--- src/rtl/vc_test_rand_stall_sink.sv ---
// vc_test_rand_stall_sink
//   Test sink for a valid/ready stream. A list of expected messages is loaded
//   through the ld_* port. Messages arriving on the in_* port are compared
//   against that list in order. After each accepted message the sink inserts
//   a pseudo-random number of stall cycles, drawn from a 32-bit Galois LFSR.
//
// Handshake: a transfer happens on a rising clk edge when valid && ready are
//   both high in that cycle. ready never depends on valid in the same cycle.
//
// Ports
//   clk, reset       : clock; asynchronous active-high reset
//   ld_val/ld_rdy    : expected-message load handshake, ld_msg is the payload
//   in_val/in_rdy    : stream handshake, in_msg is the payload
//   done             : every loaded message has been received
//   recv_cnt         : number of accepted stream messages
//   err_count        : number of mismatches (saturating)
//   err_idx          : receive index of the first mismatch, 0 if none
//   dbg_state        : current FSM state (0 READY, 1 STALL, 2 HALT)
//
// Optional feature (macro VC_TEST_RAND_STALL_SINK_HALT_EN): the first
//   mismatching message halts the stream side until reset; loads continue.
module vc_test_rand_stall_sink #(
  parameter int unsigned p_msg_sz    = 8,
  parameter int unsigned p_max_delay = 0,
  parameter int unsigned p_num_msgs  = 16,
  parameter logic [31:0] p_seed      = 32'hdeadbeef
) (
  input  logic                clk,
  input  logic                reset,
  input  logic                ld_val,
  output logic                ld_rdy,
  input  logic [p_msg_sz-1:0] ld_msg,
  input  logic                in_val,
  output logic                in_rdy,
  input  logic [p_msg_sz-1:0] in_msg,
  output logic                done,
  output logic [31:0]         recv_cnt,
  output logic [31:0]         err_count,
  output logic [31:0]         err_idx,
  output logic [1:0]          dbg_state
);

  localparam int          AW   = (p_num_msgs > 1) ? $clog2(p_num_msgs) : 1;
  localparam logic [31:0] SEED = (p_seed == 32'd0) ? 32'd1 : p_seed;
  localparam logic [31:0] MASK = 32'h80200003;
  localparam logic [31:0] NUM  = 32'(p_num_msgs);
  localparam logic [31:0] MOD  = 32'(p_max_delay) + 32'd1;

  typedef enum logic [1:0] {
    READY = 2'd0,
    STALL = 2'd1,
    HALT  = 2'd2
  } state_t;

  state_t        state_q, state_d;
  logic [31:0]   stall_q, stall_d;
  logic [31:0]   lfsr_q, lfsr_d;
  logic [31:0]   ld_cnt_q, ld_cnt_d;
  logic [31:0]   recv_cnt_q, recv_cnt_d;
  logic [31:0]   err_count_q, err_count_d;
  logic [31:0]   err_idx_q, err_idx_d;

  logic [p_msg_sz-1:0] mem [p_num_msgs];

  logic          ld_xfer;
  logic          in_xfer;
  logic          mismatch;
  logic [31:0]   delay;

  assign ld_rdy   = (ld_cnt_q < NUM);
  assign in_rdy   = (state_q == READY) && (recv_cnt_q < ld_cnt_q);
  assign done     = (ld_cnt_q != 32'd0) && (recv_cnt_q == ld_cnt_q);
  assign ld_xfer  = ld_val && ld_rdy;
  assign in_xfer  = in_val && in_rdy;
  // recv_cnt_q < ld_cnt_q <= p_num_msgs whenever in_xfer is high, so the
  // truncated index always addresses a written entry.
  assign mismatch = in_xfer && (in_msg != mem[recv_cnt_q[AW-1:0]]);
  assign delay    = lfsr_q % MOD;

  assign recv_cnt  = recv_cnt_q;
  assign err_count = err_count_q;
  assign err_idx   = err_idx_q;
  assign dbg_state = state_q;

  // Right-shifting Galois LFSR; free-running out of reset.
  assign lfsr_d = {1'b0, lfsr_q[31:1]} ^ (lfsr_q[0] ? MASK : 32'd0);

  assign ld_cnt_d    = ld_cnt_q + {31'd0, ld_xfer};
  assign recv_cnt_d  = recv_cnt_q + {31'd0, in_xfer};
  assign err_count_d = (mismatch && (err_count_q != 32'hffffffff)) ?
                       err_count_q + 32'd1 : err_count_q;
  assign err_idx_d   = (mismatch && (err_count_q == 32'd0)) ? recv_cnt_q : err_idx_q;

  always_comb begin
    state_d = state_q;
    stall_d = stall_q;
    case (state_q)
      READY: begin
        if (in_xfer) begin
          if (delay != 32'd0) begin
            stall_d = delay;
            state_d = STALL;
          end
`ifdef VC_TEST_RAND_STALL_SINK_HALT_EN
          if (mismatch) state_d = HALT;
`endif
        end
      end
      STALL: begin
        // Entered with stall_q = d, leaves after d cycles in this state.
        stall_d = stall_q - 32'd1;
        if (stall_q <= 32'd1) state_d = READY;
      end
      HALT:    state_d = HALT;
      default: state_d = READY;
    endcase
  end

  always_ff @(posedge clk or posedge reset) begin
    if (reset) begin
      state_q     <= READY;
      stall_q     <= 32'd0;
      lfsr_q      <= SEED;
      ld_cnt_q    <= 32'd0;
      recv_cnt_q  <= 32'd0;
      err_count_q <= 32'd0;
      err_idx_q   <= 32'd0;
    end else begin
      state_q     <= state_d;
      stall_q     <= stall_d;
      lfsr_q      <= lfsr_d;
      ld_cnt_q    <= ld_cnt_d;
      recv_cnt_q  <= recv_cnt_d;
      err_count_q <= err_count_d;
      err_idx_q   <= err_idx_d;
    end
  end

  // Expected-message storage; contents are irrelevant until loaded.
  always_ff @(posedge clk) begin
    if (ld_xfer) mem[ld_cnt_q[AW-1:0]] <= ld_msg;
  end

endmodule

--- config.mk ---
export PLATFORM = sky130hd
export DESIGN_NAME = vc_test_rand_stall_sink
export DESIGN_NICKNAME = d
export VERILOG_FILES = /design/src/rtl/vc_test_rand_stall_sink.sv
export SDC_FILE = /design/constraint.sdc
export NUM_CORES = 1
export LEC_CHECK = 0
export CAP_MARGIN = 15
export CORE_MARGIN = 3
export CORE_UTILIZATION = 40
export DETAILED_ROUTE_END_ITERATION = 8
export HOLD_SLACK_MARGIN = 0.03
export PLACE_DENSITY = 0.6
export SETUP_SLACK_MARGIN = 0.15
export SYNTH_ARGS = -nofsm -noshare
export SYNTH_HDL_FRONTEND = slang
export SYNTH_SLANG_ARGS = --single-unit
--- constraint.sdc ---
create_clock -name clk -period 5.6 [get_ports clk]
set_input_delay 0.84 -clock clk [delete_from_list [all_inputs] [get_ports clk]]
set_output_delay 0.84 -clock clk [all_outputs]
set_load 0.02 [all_outputs]
==> metrics.csv <==
stage,metric,value,unit
setup_path,"Max FO, Critical Path",33,
clock_tree,CTS tree,done,
clock_tree,post-CTS resize count,0,
clock_tree,Hold Buf Count CTS,0,
synth,"area leader, netlist",edfxtp_1,
sta,Total Neg Setup Slack,0,ps
pwr,clock power share,0.358,
routing,initial DRC count,460,
clock_tree,CTS Buf Count,29,
synth,"EDFF count, synth",128,
pwr,internal power,3.774,mW
floorplanning,full die area,31510,µm²
worst_hold_path,worst hold path startpoint,ld_cnt_q[29],
clock_tree,setup repair bufs after CTS,0,
setup_path,RR Startpoint,recv_cnt[25],
setup_path,worst path buffer plus inverter count,1,
sta,Slew @ Worst Pin,1160,ps
global_route,Total GRT Usage,0.1674,
finish,filler instances,2536,
synth,Yosys cell types,56,
setup_path,crit path max-delay cell type,dfrtp_1,
pwr,Pwr Total,5.270,mW
global_route,antenna violations before repair,0,
setup_path,CP startpoint kind,flip-flop,
pwr,Worst VDD drop,0.2222,mV
clock_tree,clk buf depth,3,
sta,fmax,0.2280,GHz
setup_path,"delay-heaviest family, CP",simple AND/OR/NAND/NOR gates,
clock_tree,H-tree levels,1,
clock_tree,CTS root buffer,clkbuf_16,
global_route,global-route wire length before repair,41500,µm
floorplanning,num rows,62,
sta,final hold viol count,0,
sta,Slew headroom,0.2225,
synth,Post-Syn Area per Cell,13.70,µm²
sta,Worst Clk Skew,16.28,ps
place,global placement routability congestion,0.8301,
routing,via count,7230,
finish,diodes inserted,0,
synth,Seq cells post-synth,256,
routing,drt total wl,26080,µm
synth,ys flop type,edfxtp_1,
finish,final core occ,0.4957,
worst_hold_path,Hold WC Path Type,reg2reg,
setup_path,Crit Path Class,reg2reg,
floorplanning,number of I/O pins,121,
routing,drc violations,0,
place,# port buffers,118,
synth,ys async rst share,0.5000,
setup_path,crit path DAT,4800,ps
synth,Ys Warns,0,
clock_tree,Clock Sinks,256,
setup_path,critical path startpoint,recv_cnt[25],
setup_path,CP Data Required Time,6010,ps
setup_path,CP max stage delay,450,ps
synth,"Seq/Total Area, Yosys",0.5990,
synth,Synth area leaders,"edfxtp_1, dfrtp_1, xnor2_1",
finish,layout cells sized above 1,0.1257,
pwr,sw power,1.497,mW
clock_tree,clk slew on worst S/H paths,60,ps
routing,WL per Instance,18.71,µm
setup_path,CP endpoint kind,flip-flop,
synth,Post-Synthesis Cell Area,11770,µm²
pwr,Power Dens Cells,368.4,nW/µm²
sta,"Min Clock Period, post-route",4387,ps
global_route,total gr overflow,0,
routing,Vias/cell,5.187,
pwr,combinational share of power,0.225,
pwr,Sw Share,0.2840,
setup_path,crit path cell chain,ha_1 -> a21o_1 -> a21o_1 -> a2111oi_0 -> o21ai_0 -> nor2_1 -> nor4bb_4 -> buf_4 -> ha_1 -> nand3_1 -> nor3_1 -> and2_1 -> and3_1 -> and4_1 -> nand3_1 -> xnor2_1,
outcome,status,completed,
pwr,sequential power share,0.417,
flow_run,MaxCap Viol Count,0,
sta,Finish-stage setup viols,0,
synth,Syn Inst Count,859,
pwr,leakage,5.684,nW
floorplanning,Die Span X,177.5,µm
global_route,largest net degree at the start of global routing,81,
synth,share of the synthesized area in the top cell type,0.3267,
floorplanning,die height,177.5,µm
clock_tree,Worst-Skew Late Latency,540,ps
floorplanning,Core ar.,28860,µm²
sta,period utilization,0.7833,
finish,fin nets,1046,
routing,ANT nets after route,0,
finish,area grow syn2layout,21.59,%
synth,most frequent cells after synthesis,"dfrtp_1, edfxtp_1, xnor2_1",
global_route,vias in the first global route,7356,
sta,unrepaired setup endpoints after global routing,false,
routing,DR pass1 iterations,5,
floorplanning,Initial Util,0.4077,
sta,Pins Over Slew Limit,0,
place,hpwl dp,17740,µm
## per-stage QoR
step / instance area [µm²] / hold slack (ps) / std cells / setup slack [ps]
after floorplan: 11770 / 467.6 / 860 / 1347
after detailed placement: 13340 / 490.6 / 1341 / 1257
after global routing: 14310 / 517.7 / 1394 / 789.5
after CTS: 14310 / 508.1 / 1394 / 1200
after global placement: 13320 / 489.2 / 1339 / 1291
final: 14310 / 505.8 / 1394 / 1213
## state kept, by name, indices dropped and copies added, names as in the netlist
signal	cells
mem	128
err_idx	32
ld_cnt_q	32
err_count	32
recv_cnt	32
## worst reg2reg max path, stage by stage (launching register included)
cell	delay (ps)
dfrtp_1	450
ha_1	340
a21o_1	160
a21o_1	160
a2111oi_0	360
o21ai_0	180
nor2_1	120
nor4bb_4	280
buf_4	370
ha_1	280
nand3_1	190
nor3_1	340
and2_1	260
and3_1	220
and4_1	310
nand3_1	120
xnor2_1	140
## logic make-up (layout without fill, tap and decap cells)
family,after synthesis,in the layout,share of synthesized area
other cells,1,2,0.0003187
mux,78,78,0.1018
fa+ha+maj,38,38,0.04041
simple gates,262,262,0.1213
xor+xnor,99,99,0.07370
flops,256,256,0.5990
compound gates,51,51,0.03180
buf+inv,74,224,0.03169
## metal layers
| metal | GRT usage | vias to the layer above | part of all wire |
|---|---|---|---|
| li1 | - | 3449 | - |
| met1 | 0.2386 | 3547 | 0.46 |
| met2 | 0.2625 | 187 | 0.46 |
| met3 | 0.02953 | 47 | 0.053 |
| met4 | 0.05072 | 0 | 0.029 |
| met5 | 0 | - | 0 |
## area by class of cell
class,instances,area (µm²),area share
clock buffers,37,805.8,0.05633
clock inverters,16,160.2,0.01120
inverters,44,170.2,0.01190
multi-input cells,530,4384,0.3065
flip-flops and latches,256,7048,0.4927
well taps,384,480.5,0.03359
repair buffers,127,1256,0.08782
## path summary, 6_finish.rpt
check                          endpoint  slack [ps]  depth (start not counted)
max                        recv_cnt[29]        1210                         16
min                        ld_cnt_q[29]         510                          1
max reg2reg                recv_cnt[29]        1210                         16
min reg2reg                ld_cnt_q[29]         510                          1
max in group asynchronous   recv_cnt[0]        3650                          3
min in group asynchronous    err_idx[4]         820                          2
## cell usage in the layout (no fill, tap or decap), drive strengths merged, types with 8 or more instances in the layout
| cell type | count |
|---|---|
| a21o | 12 |
| mux4 | 21 |
| nor3 | 16 |
| clkdlybuf4s50 | 118 |
| inv | 45 |
| nand2 | 37 |
| nand3 | 57 |
| edfxtp | 128 |
| clkbuf | 37 |
| nor4 | 23 |
| and3 | 23 |
| nor2 | 39 |
| buf | 9 |
| xor2 | 14 |
| ha | 38 |
| dfrtp | 128 |
| mux2i | 24 |
| nand4 | 36 |
| a21oi | 8 |
| xnor2 | 85 |
| mux2 | 33 |
| a22oi | 9 |
| clkinv | 12 |
## power by group through the flow
stage / Combinational [mW] / Sequential (mW) / Clock, mW
global placement: 1.18 / 2.24 / 0
finish: 1.19 / 2.20 / 1.89
CTS: 1.20 / 2.20 / 1.94
global route: 1.27 / 2.22 / 2.01
detailed placement: 1.19 / 2.24 / 0
floorplan: 0.811 / 2.24 / 0
Power figures use the tool's default switching activity.
